[config.mk]
export PLATFORM = sky130hd
export DESIGN_NAME = wb_stage_reg
export DESIGN_NICKNAME = d
export VERILOG_FILES = /design/src/rtl/wb_stage_reg.sv
export SDC_FILE = /design/constraint.sdc
export NUM_CORES = 1
export LEC_CHECK = 0
export CAP_MARGIN = 10
export CELL_PAD_IN_SITES_DETAIL_PLACEMENT = 2
export CELL_PAD_IN_SITES_GLOBAL_PLACEMENT = 2
export CORE_MARGIN = 2
export CORE_UTILIZATION = 26
export DETAILED_ROUTE_END_ITERATION = 6
export PLACE_DENSITY_LB_ADDON = 0.08
export SYNTH_ARGS = -nofsm -noshare
export SYNTH_HDL_FRONTEND = slang
export SYNTH_SLANG_ARGS = --single-unit
[constraint.sdc]
create_clock -name clk -period 1.5 [get_ports clk]
set_input_delay 0.3 -clock clk [delete_from_list [all_inputs] [get_ports clk]]
set_output_delay 0.3 -clock clk [all_outputs]
set_load 0.02 [all_outputs]
[src/rtl/wb_stage_reg.sv]
// MEM/WB pipeline register and writeback sequencer. Latches the writeback bundle,
// muxes link address on jal, and splits FP doubles into two register-file beats.
module wb_stage_reg #(
  parameter int DATA_W = 32,
  parameter int REG_AW = 5,
  parameter int DBL_EN = 1
) (
  input  logic                  clk,
  input  logic                  rst_n,
  input  logic                  stall_in,
  input  logic                  flush_in,
  input  logic                  valid_in,
  input  logic                  regwritein,
  input  logic [REG_AW-1:0]     rwin,
  input  logic [2*DATA_W-1:0]   busWin,
  input  logic [1:0]            fpointin,
  input  logic [DATA_W-1:0]     delayslot2in,
  input  logic                  jalin,
  output logic [REG_AW-1:0]     rw,
  output logic [DATA_W-1:0]     busW,
  output logic                  regwr,
  output logic [1:0]            fpoint,
  output logic                  valid_out,
  output logic                  busy
);

  typedef enum logic {PASS, DBL2} state_t;

  localparam logic DBL_ON = (DBL_EN != 0);

  state_t                state, state_nx;
  logic                  valid_q, regwr_q, jal_q;
  logic [REG_AW-1:0]     rw_q;
  logic [2*DATA_W-1:0]   busw_q;
  logic [1:0]            fp_q;
  logic [DATA_W-1:0]     ds_q;
  logic                  dbl, capture;

  // A link write is always a single integer write, so jal suppresses the split.
  assign dbl = DBL_ON & valid_q & regwr_q & fp_q[1] & ~jal_q;

  always_comb begin
    state_nx  = state;
    capture   = 1'b0;
    rw        = rw_q;
    busW      = jal_q ? ds_q : busw_q[DATA_W-1:0];
    regwr     = valid_q & regwr_q;
    fpoint    = jal_q ? 2'b00 : {fp_q[1] & DBL_ON, fp_q[0]};
    valid_out = valid_q;
    busy      = 1'b0;
    case (state)
      PASS: begin
        if (dbl) begin
          rw   = {rw_q[REG_AW-1:1], 1'b0};
          busy = 1'b1;
        end
        if (!flush_in && !stall_in) begin
          if (dbl) state_nx = DBL2;
          else     capture  = 1'b1;
        end
      end
      DBL2: begin
        rw    = {rw_q[REG_AW-1:1], 1'b1};
        busW  = busw_q[2*DATA_W-1:DATA_W];
        regwr = 1'b1;
        if (!flush_in && !stall_in) begin
          state_nx = PASS;
          capture  = 1'b1;
        end
      end
      default: state_nx = PASS;
    endcase
    if (flush_in) state_nx = PASS;
  end

  always_ff @(posedge clk) begin
    if (!rst_n) begin
      state   <= PASS;
      valid_q <= 1'b0;
      regwr_q <= 1'b0;
      jal_q   <= 1'b0;
      rw_q    <= '0;
      busw_q  <= '0;
      fp_q    <= '0;
      ds_q    <= '0;
    end else begin
      state <= state_nx;
      if (flush_in) begin
        valid_q <= 1'b0;
        regwr_q <= 1'b0;
        jal_q   <= 1'b0;
      end else if (capture) begin
        valid_q <= valid_in;
        regwr_q <= regwritein;
        jal_q   <= jalin;
        rw_q    <= rwin;
        busw_q  <= busWin;
        fp_q    <= fpointin;
        ds_q    <= delayslot2in;
      end
    end
  end

endmodule

; ---- After elaboration in Yosys (flattened, before gate mapping)
; Cells that the tools add are included.
; Widths: inputs -> output; s select.
[word_totals]
reg_bits = 107
in_bits = 110
out_inout_bits = 42
elab_cells = 35
[op_classes]
n_mux = 15
n_bitwise = 7
reduce_logical = 5
[ops]
columns = op, n
row1 = $mux 32, 2
row2 = $pmux 5 s2, 1
row3 = $mux 1, 9
row4 = $not 1->1, 4
row5 = $pmux 1 s2, 2
row6 = $and 1x1->1, 3
row7 = $logic_not 1->1, 2
row8 = $mux 2, 1
row9 = $reduce_and 2->1, 1
row10 = $reduce_or 2->1, 1
row11 = $logic_and 1x1->1, 1

; ---- Longest topological paths before layout
; Gate-level depths: netlist (run 1).
[depth]
depth_word = 7
ltp_mapped = 8
ltp_nobuf = 4

; ---- Least setup slack after synthesis (run 1)
; Ideal clock, no wire load.
[synth_path]
kind = register to output
startpoint = reg jal_q
endpoint = out rw[0]
arrival_time_ns = 1.538
required_time_ns = 1.200
setup_slack_ns = -0.338
stages_incl_launch_ff = 9
path_buffers = 4
cell_sequence = dfxtp_1 > buf_6 > nand2b_4 > buf_6 > buf_6 > buf_6 > or2_2 > inv_1 > nor2_1
[synth_between]
elab_chain_len = 4
[synth_lines]
columns = item, line
row1 = start: declaration, 32  ; logic valid_q, regwr_q, jal_q;
row2 = start signal: assignment, 95  ; jal_q <= jalin;
row3 = $not 1->1, 40  ; assign dbl = DBL_ON & valid_q & regwr_q & fp_q[1] & ~jal_q;
row4 = $and 1x1->1, 40
row5 = $mux 1, 53  ; if (dbl) begin
row6 = $pmux 5 s2, 51  ; case (state)
row7 = end: declaration, 19  ; output logic [REG_AW-1:0] rw,
; Every way passes these cells. The select of a mux whose other input is x is not followed.

; ---- Worst setup path in the final report (run 1)
[layout_path]
startpoint = reg jal_q
endpoint = out busW[6]
[layout_between]
elab_chain_len = 2
[layout_lines]
columns = item, line
row1 = $mux 32, 46  ; busW = jal_q ? ds_q : busw_q[DATA_W-1:0];
row2 = $mux 32, 51
row3 = end: declaration, 20  ; output logic [DATA_W-1:0] busW,
; Every way passes these cells.

==> reports/qor.yml, run 1 <==
clock_network:
  tritoncts: "built"
  clock_tree.htree_level_count: 3
  insertion_delay_ps: 390
  clk_pin_slew_ps: 90
  cell_at_the_root_of_the_clock_tree: "clkbuf_16"
  tritoncts.num_buffers: 9
  clock_path_buffers: 2
  numClockSinks: 107
yosys:
  number_of_enable_flip_flop_cells_after_synthesis: 0
  yosys.area.top_type_share_pct: 35.28
  async_flop_share_pct: 0
  mappedNetlistArea_um2: 6072
  syn-instance-count: 754
  mappedNetlistNets: 864
  netlist_top_cells_count: "nand2_1, dfxtp_1, nand3_1, o2111ai_1, o311ai_0"
  post-synth-top-area-cell: "dfxtp_1"
  yosysWarningCount: 0
  ys_seq_area_share_pct: 35.28
  flip_flop_cell_with_the_highest_count_after_synthesis: "dfxtp_1"
  synth_most_common_cell: "nand2_1"
  synth_cell_type_count: 25
  synth.ff_latch_count: 107
  synthTopCellsByArea: "dfxtp_1, o2111ai_1, o311ai_0"
  synth_area_per_cell_um2: 8.053
drt:
  dr.pass1.iters: 5
  antenna_violating_nets_post_route: 0
  detail_route.drc_violations: 0
  postRouteWirelength_um: 63420
  vias_per_cell: 7.093
  detailedRoute.firstIterationViolations: 1025
  dr_total_vias: 9419
  wl_per_cell_um: 47.75
global_route:
  grt_overflow: 0
  antenna_violations_before_repair: 2
  maximum_number_of_pins_on_one_net_before_global_route_repair: 56
  first_global_vias: 9052
  wire_length_of_the_first_global_routing_pass_um: 64720
  groute.usage.overall_pct: 36.36
power_and_ir_drop:
  p_leak_nw: 6.268
  vdd.ir_drop.worst_mv: 0.4958
  power_per_cell_area_nw_per_um2: 636.1
die:
  die_y_um: 156.8
  die-area_um2: 24590
  initial_core_util_pct: 26.66
  horizontal_die_dimension_um: 156.8
  io_pins: 152
  design.core.area_um2: 22780
  rows: 55
place:
  place.gp.congestion: 0.7731
  buffer_ports.inserted: 151
  hpwl_after_detailed_placement_um: 18660
  placedCellCount: 1219
  dpl_cell_area_um2: 8608
  dp_worst_slack_ps: -473.3
sta:
  finalClockSkew_ps: 10.82
  final_period_minus_worst_setup_slack_ps: 2118
  fin_setup_tns_ps: -49630
  worst_slew_margin_rel_pct: 55.44
  setup_ws_ps: -617.9
  finalCritPeriodShare_pct: 141.2
  worst_margin_slew_ps: 668.4
  setup-violations-final: 143
  hold_viol: 0
  grt_setup_unrepaired: "true"
  max_freq_mhz: 472.2
  timing_max_transition_violations_final: 0
critical_path:
  start_kind: "flop"
  timing.critical_path.fanout_max: 7
  path_class: "reg2out"
  worstPathRequired_ps: 1200
  cp-end-kind: "output port"
  cp.arrival_ps: 1820
job:
  timing.max_cap.violations: 0
cells_and_area:
  area_of_combinational_cells_with_multiple_inputs_um2: 6631
  final_design_area_no_fill_um2: 14230
  final_cell_count_no_fill: 1328
  areaGrowthSynthToFinish_pct: 134.4
  num-fill-cells: 1870
  finalNetCount: 1120
  fin_util_pct: 62.49
  sequential_cell_area_um2: 2151
  drive_above_1_share_pct: 51.18
worst_hold_path:
  timing.hold.worst.class: "in2reg"
status:
  outcome: "finished, violations left"
  failed_checks: "setup timing"
-- layer usage --
metal	GRT usage, %	vias to the layer above	share of wire (%)
met2	62.74	783	46
met1	42.75	4745	36
met3	5.622	365	9.1
met4	20.80	0	9.3
met5	0	-	0
li1	-	3526	-
-- through the flow --
step	power, mW	hold WS, ps
after floorplan	3.683	444.6
after global placement	4.501	492.9
after detailed placement	4.547	502.7
after CTS	8.254	492.6
after global routing	9.133	534.4
final	9.054	500.7
-- placed cells by master (no fill, tap or decap), drive strengths merged --
| master | count |
|---|---|
| o21ai | 32 |
| clkdlybuf4s50 | 108 |
| o2111ai | 102 |
| nand3b | 1 |
| o211ai | 1 |
| clkinv | 2 |
| buf | 232 |
| nor2 | 3 |
| dfxtp | 107 |
| mux2i | 34 |
| nand3 | 102 |
| a21o | 1 |
| nand2 | 138 |
| bufinv | 3 |
| o311ai | 102 |
| clkbuf | 28 |
| nand2b | 2 |
| or3 | 1 |
| inv | 2 |
| dlygate4sd2 | 5 |
| a31oi | 1 |
| or2 | 2 |
| diode | 1 |
| nor2b | 1 |
| a21oi | 4 |
-- report_power, final --
part | internal, mW | switching [mW]
registers | 2.98 | 0.193
clock network | 1.68 | 1.40
logic | 1.23 | 1.57
-- critical path, cell delays in order, from the launching register on --
cell and delay (ps):
dfxtp_4 450, buf_12 180, buf_6 110, mux2i_1 280
buf_4 200, o21ai_2 70, buf_6 140
-- registers in the layout (all words and copies together) (netlist names) --
register,flops
valid_out,1
rw_q,5
busw_q,64
jal_q,1
fp_q,2
state,1
ds_q,32
regwr_q,1
-- final cells by class --
cell class	count	area share, %
antenna	1	0.01758
clock buffer	11	1.705
clock inverter	4	0.6944
inverter	3	0.1318
multi-input combinational	527	46.59
sequential	107	15.11
tap	313	2.751
timing repair buffer	362	33.01
-- kinds of logic after synthesis --
family                 after synthesis  share of synthesized area, %
AND/OR/NAND/NOR                    250                         17.99
multiplexers                        34                         5.605
buffers and inverters              120                         8.386
AO/OA/AOI/OAI                      243                         32.74
flip-flops                         107                         35.28
-- final timing paths --
check	from	to	slack, ps	cells after the start
worst min-delay path	fpointin[1]	fp_q[1]$_SDFFE_PN0P_	500	3
worst max-delay path	jal_q$_SDFFE_PP0P_	busW[6]	-620	6
worst max register to register	jal_q$_SDFFE_PP0P_	ds_q[14]$_SDFFE_PN0P_	-470	7
worst min register to register	busw_q[36]$_SDFFE_PN0P_	busw_q[36]$_SDFFE_PN0P_	590	2
-- timing repair --
| item | CTS | global route |
|---|---|---|
| pin swaps | 182 | 111 |
| setup endpoints to repair | 146 | 143 |
| hold buffers | 0 | 0 |
| gates resized for setup | 669 | 178 |
| setup buffers | 36 | 12 |
| cloned | 32 | 23 |
Note: power is estimated with default switching activity, not from simulation.
==> run 2, diff against run 1 <==
TNS_END_PERCENT = 30   (was not set)
==> run 2 against run 1 <==
  * The flow still finishes with violations (setup timing)
  * Largest power group unchanged
  * Total power shrank 16%
  * Critical endpoint is now busW[11]
  * Hold slack lost 29 ps
  * Core utilization shrank 13 points
  * Non-clock buffer count shrank 49
==> reports/qor.yml, run 2 (synthesized netlist as in run 1, its figures left out) <==
global_route:
  wire_length_of_the_first_global_routing_pass_um: 46200  # was 64720 µm
  groute.usage.overall_pct: 24.33  # was 36.36%
  maximum_number_of_pins_on_one_net_before_global_route_repair: 157  # was 56
  first_global_vias: 7685  # was 9052
  antenna_violations_before_repair: 0  # was 2
  grt_overflow: 0  # unchanged
critical_path:
  cp.buffers_inverters: 4  # unchanged
  critPathMaxStageDelay_ps: 420  # was 450 ps
  ff2ff_path_depth: 8  # was 7
  cp-end-kind: "output port"  # unchanged
  cp.arrival_ps: 1640  # was 1820 ps
  crit_path_most_repeated_cell: "buf_6"  # unchanged
  reg2reg_to: "ds_q[28]$_SDFFE_PN0P_"  # was ds_q[14]$_SDFFE_PN0P_
  setup.reg_to_reg.worst_slack_ps: -340  # was -470 ps
  cp_cell_sequence: "buf_12 > buf_6 > mux2i_2 > buf_4 > o21ai_4 > buf_6"  # was buf_12 > buf_6 > mux2i_1 > buf_4 > o21ai_2 > buf_6
  startpoint_of_the_lowest_slack_register_to_register_path: "jal_q$_SDFFE_PP0P_"  # unchanged
  worstPathRequired_ps: 1200  # about the same
  start_kind: "flop"  # unchanged
  critPathSlowestCell: "dfxtp_4"  # unchanged
  worst_path_dominant_cell_family: "buffers and inverters"  # unchanged
  timing.critical_path.fanout_max: 8  # was 7
  path_class: "reg2out"  # unchanged
cells_and_area:
  areaGrowthSynthToFinish_pct: 85.33  # was 134.4%
  finalNetCount: 1071  # was 1120
  antennaDiodeCount: 0  # was 1
  commonest_cells_after_routing_fill_and_taps_aside: "nand2_1, clkdlybuf4s50_1, dfxtp_1"  # unchanged
  drive_above_1_share_pct: 38.51  # was 51.18%
  final_common_cell: "nand2_1"  # unchanged
  max_ffs_per_register: 64  # unchanged
  biggestRegsByFlops: "busw_q: 64 flops, ds_q: 32 flops, rw_q: 5 flops"  # unchanged
  top_register: "busw_q"  # unchanged
sta:
  timing_max_transition_violations_final: 0  # unchanged
  grt_setup_unrepaired: "true"  # unchanged
  max_freq_mhz: 514.5  # was 472.2 MHz
  hold_viol: 0  # unchanged
  worst_slew_margin_rel_pct: 70.29  # was 55.44%
  hold_slack_final_ps: 472.0  # was 500.7 ps
  worst_margin_slew_ps: 445.7  # was 668.4 ps
  final_period_minus_worst_setup_slack_ps: 1944  # was 2118 ps
  finalCritPeriodShare_pct: 129.6  # was 141.2%
  setup-violations-final: 140  # was 143
  setup_ws_ps: -443.8  # was -617.9 ps
  finalClockSkew_ps: 10.45  # was 10.82 ps
drt:
  wl_per_cell_um: 28.84  # was 47.75 µm
  postRouteWirelength_um: 36890  # was 63420 µm
  dr_total_vias: 7606  # was 9419
  antenna_violating_nets_post_route: 0  # unchanged
  dr.pass1.iters: 4  # was 5
  detailedRoute.firstIterationViolations: 561  # was 1025
  vias_per_cell: 5.947  # was 7.093
  detail_route.drc_violations: 0  # unchanged
clock_network:
  number_of_hold_repair_buffers_added_at_the_cts_stage: 0  # unchanged
  numClockSinks: 107  # unchanged
  tritoncts.num_buffers: 9  # unchanged
  clk_pin_slew_ps: 80  # was 90 ps
  tritoncts: "built"  # unchanged
  clock_path_buffers: 2  # unchanged
  insertion_delay_ps: 370  # was 390 ps
  clock_tree.htree_level_count: 3  # unchanged
  cell_at_the_root_of_the_clock_tree: "clkbuf_16"  # unchanged
status:
  outcome: "finished, violations left"  # unchanged
  failed_checks: "setup timing"  # unchanged
worst_hold_path:
  hold_path.startpoint: "rst_n"  # was fpointin[1]
  whs_path_depth: 3  # unchanged
  endpoint_with_the_worst_hold_slack: "fp_q[1]$_SDFFE_PN0P_"  # unchanged
  timing.hold.worst.class: "in2reg"  # unchanged
die:
  initial_core_util_pct: 26.66  # unchanged
  rows: 55  # unchanged
  die-area_um2: 24590  # unchanged
  io_pins: 152  # unchanged
  design.core.area_um2: 22780  # unchanged
  horizontal_die_dimension_um: 156.8  # unchanged
  die_y_um: 156.8  # unchanged
place:
  hpwl_after_detailed_placement_um: 19750  # was 18660 µm
  buffer_ports.inserted: 151  # unchanged
  dp_worst_slack_ps: -473.1  # was -473.3 ps
  place.gp.congestion: 0.8153  # was 0.7731
power_and_ir_drop:
  power_per_cell_area_nw_per_um2: 674.2  # was 636.1 nW/µm²
  total_power_mw: 7.587  # was 9.054 mW
  vdd.ir_drop.worst_mv: 0.5823  # was 0.4958 mV
  p_leak_nw: 3.883  # was 6.268 nW
job:
  timing.max_cap.violations: 0  # unchanged
[run 2: metrics by stage]
stage | util [%] | setup TNS (ps) | instance area [µm²] | instances
global route | 49.40 | -34570 | 11250 | 1279
floorplan | - | -178.8 | 6088 | 754
global placement | 38.36 | -33460 | 8738 | 1223
detailed placement | 38.36 | -38720 | 8738 | 1223
CTS | 42.91 | -40410 | 9773 | 1253
finish | 49.40 | -29540 | 11250 | 1279
[run 2: report_power, final]
| group | total, mW | internal, mW | switching (mW) |
|---|---|---|---|
| Combinational | 2.03 | 1.00 | 1.03 |
| Clock | 2.43 | 1.14 | 1.29 |
| Sequential | 3.12 | 2.97 | 0.148 |
| Total | 7.59 | 5.11 | 2.47 |
[run 2: final cells by class]
| cell class | instances | area (µm²) |
|---|---|---|
| clock buffer | 10 | 229.0 |
| inverter | 3 | 16.27 |
| tap | 313 | 391.6 |
| fill | 2302 | 11520 |
| timing repair buffer | 313 | 3620 |
| clock inverter | 6 | 40.04 |
| multi-input combinational | 527 | 4806 |
| sequential | 107 | 2151 |
[run 2: worst max path at each step]
stage | from | to | slack [ps] | cells past startpoint
after global routing | jal_q$_SDFFE_PP0P_ | busW[11] | -480 | 6
after global placement | jal_q$_SDFFE_PP0P_ | busW[27] | -430 | 5
after CTS | jal_q$_SDFFE_PP0P_ | rw[0] | -460 | 7
after detailed placement | jal_q$_SDFFE_PP0P_ | busW[27] | -470 | 5
after floorplan | jal_q$_SDFFE_PP0P_ | rw[0] | -90 | 8
final | jal_q$_SDFFE_PP0P_ | busW[11] | -440 | 6
[run 2: tightest hold or removal path, stage by stage]
cell	delay (ps)
clkbuf_8	280
inv_1	150
a31oi_1	60
[run 2: layer usage]
layer | vias up | wire (µm) | track usage, %
li1 | 3413 | - | -
met1 | 3911 | 15320 | 31.73
met2 | 223 | 18660 | 42.59
met3 | 59 | 1502 | 2.326
met4 | 0 | 1413 | 6.815
met5 | - | 0 | 0
[run 2: repair_timing]
action | in CTS | in global routing
gates cloned | 7 | 23
setup endpoints to repair | 146 | 140
buffers inserted | 10 | 8
gates resized for setup | 375 | 170
pin swaps | 10 | 52
==> run 3, diff against run 2 <==
CORE_UTILIZATION = 28   (was 26)
RECOVER_POWER = 100   (was not set)
clock period = 2.1 ns   (was 1.5 ns; I/O delays follow)
==> run 3 against run 2 <==
  * The flow still finishes with violations (setup timing)
  * Routed wire length shrank 29%
  * Clock-buffer cell count up 2
  * Worst setup slack improved by 440 ps
  * Sequential power is 29% lower
  * Register-to-register slack gained 480 ps
  * Clock skew is essentially flat
  * First-iteration DRC count fell by 40%
  * Critical path depth fell by 1
  * Clock power decreased by 26%
  * Critical endpoint is now busW[29]
  * Core utilization fell by 10 points
  * Cell count is 12% lower
  * Hold slack gained 37 ps
==> reports/qor.yml, run 3 (synthesized netlist as in run 1, its figures left out) <==
critical_path:
  critPathMaxStageDelay_ps: 380  # was 420 ps
  timing.critical_path.fanout_max: 10  # was 8
  startpoint_of_the_lowest_slack_register_to_register_path: "state$_SDFF_PP0_"  # was jal_q$_SDFFE_PP0P_
  setup.worst_path.start: "jal_q$_SDFFE_PP0P_"  # unchanged
  cp.arrival_ps: 1680  # was 1640 ps
  crit_path_most_repeated_cell: "buf_12"  # was buf_6
  path_class: "reg2out"  # unchanged
  worstPathRequired_ps: 1680  # was 1200 ps
  cp_cell_sequence: "buf_12 > buf_12 > mux2i_2 > o21ai_1 > clkdlybuf4s15_2"  # was buf_12 > buf_6 > mux2i_2 > buf_4 > o21ai_4 > buf_6
  cp-end-kind: "output port"  # unchanged
  start_kind: "flop"  # unchanged
  critPathSlowestCell: "dfxtp_4"  # unchanged
drt:
  dr.pass1.iters: 5  # was 4
  routed.top_layer: "met4"  # unchanged
  drt-met1-wl_um: 11920  # was 15320 µm
  detailedRoute.firstIterationViolations: 335  # was 561
  detail_route.drc_violations: 0  # unchanged
  vias_per_cell: 5.907  # was 5.947
  wl_per_cell_um: 23.33  # was 28.84 µm
  wl_met2_um: 12780  # was 18660 µm
  postRouteWirelength_um: 26290  # was 36890 µm
  antenna_violating_nets_post_route: 0  # unchanged
  dr_wl_met3_um: 969  # was 1502 µm
  dr_total_vias: 6657  # was 7606
place:
  dp_worst_slack_ps: -54.48  # was -473.1 ps
  hpwl_after_detailed_placement_um: 17720  # was 19750 µm
  place.gp.congestion: 0.7793  # was 0.8153
  dpl_cell_area_um2: 7971  # was 8738 µm²
  placedCellCount: 1108  # was 1223
  buffer_ports.inserted: 151  # unchanged
cells_and_area:
  areaGrowthSynthToFinish_pct: 37.32  # was 85.33%
  top_register: "busw_q"  # unchanged
  num-fill-cells: 2382  # was 2302
  final_common_cell: "nand2_1"  # unchanged
  antennaDiodeCount: 0  # unchanged
  sequential_cell_area_um2: 2147  # was 2151 µm²
  final_design_area_no_fill_um2: 8338  # was 11250 µm²
  commonest_cells_after_routing_fill_and_taps_aside: "nand2_1, clkdlybuf4s50_1, dfxtp_1"  # unchanged
  drive_above_1_share_pct: 13.03  # was 38.51%
  max_ffs_per_register: 64  # unchanged
  area_of_combinational_cells_with_multiple_inputs_um2: 3515  # was 4806 µm²
  biggestRegsByFlops: "busw_q: 64 flops, ds_q: 32 flops, rw_q: 5 flops"  # unchanged
  finalNetCount: 958  # was 1071
  final_cell_count_no_fill: 1127  # was 1279
clock_network:
  numClockSinks: 107  # unchanged
  cell_at_the_root_of_the_clock_tree: "clkbuf_16"  # unchanged
  tritoncts.num_buffers: 9  # unchanged
  insertion_delay_ps: 360  # was 370 ps
  clk_pin_slew_ps: 80  # about the same
  tritoncts: "built"  # unchanged
  clock_path_buffers: 2  # unchanged
  number_of_hold_repair_buffers_added_at_the_cts_stage: 0  # unchanged
  clock_tree.htree_level_count: 3  # unchanged
sta:
  max_freq_mhz: 475.3
  setup_ws_ps: -4.088  # was -443.8 ps
  timing_max_transition_violations_final: 0  # unchanged
  finalCritPeriodShare_pct: 100.2
  worst_margin_slew_ps: 883.0  # was 445.7 ps
  finalClockSkew_ps: 10.92  # was 10.45 ps
  grt_setup_unrepaired: "true"  # unchanged
  hold_viol: 0  # unchanged
  hold_slack_final_ps: 509.4  # was 472.0 ps
  worst_slew_margin_rel_pct: 41.13  # was 70.29%
  final_period_minus_worst_setup_slack_ps: 2104
  setup-violations-final: 1  # was 140
global_route:
  grt_overflow: 0  # unchanged
  first_global_vias: 6800  # was 7685
  wire_length_of_the_first_global_routing_pass_um: 39300  # was 46200 µm
  groute.usage.overall_pct: 22.37  # was 24.33%
  antenna_violations_before_repair: 0  # unchanged
  maximum_number_of_pins_on_one_net_before_global_route_repair: 206  # was 157
die:
  io_pins: 152  # unchanged
  design.core.area_um2: 21150  # was 22780 µm²
  initial_core_util_pct: 28.70  # was 26.66%
  horizontal_die_dimension_um: 151.3  # was 156.8 µm
  die-area_um2: 22880  # was 24590 µm²
  rows: 53  # was 55
  die_y_um: 151.3  # was 156.8 µm
power_and_ir_drop:
  total_power_mw: 4.899  # was 7.587 mW
  p_leak_nw: 2.484  # was 3.883 nW
  power_per_cell_area_nw_per_um2: 587.6  # was 674.2 nW/µm²
  vdd.ir_drop.worst_mv: 0.4245  # was 0.5823 mV
worst_hold_path:
  hold_path.startpoint: "busw_q[37]$_SDFFE_PN0P_"  # was rst_n
  timing.hold.worst.class: "reg2reg"  # was in2reg
job:
  timing.max_cap.violations: 0  # unchanged
status:
  outcome: "finished, violations left"  # unchanged
  failed_checks: "setup timing"  # unchanged
-- run 3: changes by cell type in the layout (fill, tap and decap cells not counted), moves of 13 or more --
cell,before,now
buf_4,100,35
o2111ai_4,26,0
o311ai_1,73,2
o21ai_0,0,21
o21ai_2,17,2
o311ai_2,22,0
clkbuf_16,26,10
o311ai_0,0,100
buf_6,33,1
o2111ai_2,50,0
o2111ai_1,26,102
buf_12,27,14
-- run 3: repair_timing --
| item | 4_1_cts | 5_1_grt |
|---|---|---|
| gates resized for setup | 130 | 36 |
| cloned | 0 | 1 |
| buffers inserted | 3 | 0 |
| endpoints found under the setup margin | 37 | 59 |
-- run 3: final cells by class --
cell class | instances | area share [%]
inverter | 3 | 0.1351
tap | 275 | 4.127
sequential | 107 | 25.75
timing repair buffer | 200 | 24.20
clock inverter | 3 | 0.5552
clock buffer | 12 | 3.076
multi-input combinational | 527 | 42.15
-- run 3: final timing paths --
kind         slack, ps  cells after the start                      end
min reg2reg        510                      2  busw_q[37]$_SDFFE_PN0P_
max reg2reg        140                      5   busw_q[7]$_SDFFE_PN0P_
min                510                      2  busw_q[37]$_SDFFE_PN0P_
max                 -4                      5                 busW[29]
-- run 3: power breakdown --
part,switching (mW),total (mW),internal [mW],leakage [nW]
clock,0.810,1.80,0.991,0.145
combinational,0.461,0.868,0.407,1.46
sequential,0.103,2.23,2.13,0.876
total,1.37,4.90,3.52,2.48
-- run 3: per-layer routing --
layer / up-vias / track usage (%)
met1: 3322 / 28.98
li1: 3167 / -
met5: - / 0
met4: 0 / 6.636
met3: 26 / 3.765
met2: 142 / 38.08
-- run 3: critical path, delay by kind of cell, from the launching register on --
| kind | cells | cell delay [ps] |
|---|---|---|
| buf+inv | 3 | 560 |
| compound gates | 1 | 110 |
| mux | 1 | 260 |
| flops | 1 | 380 |
-- run 3: through the flow --
stage	TNS [ps]	util [%]
3_5_place_dp	-88.97	37.68
6_report	-4.088	39.42
4_1_cts	-248.7	39.41
3_3_place_gp	0	37.68
5_1_grt	-380.0	39.42
2_1_floorplan	0	-
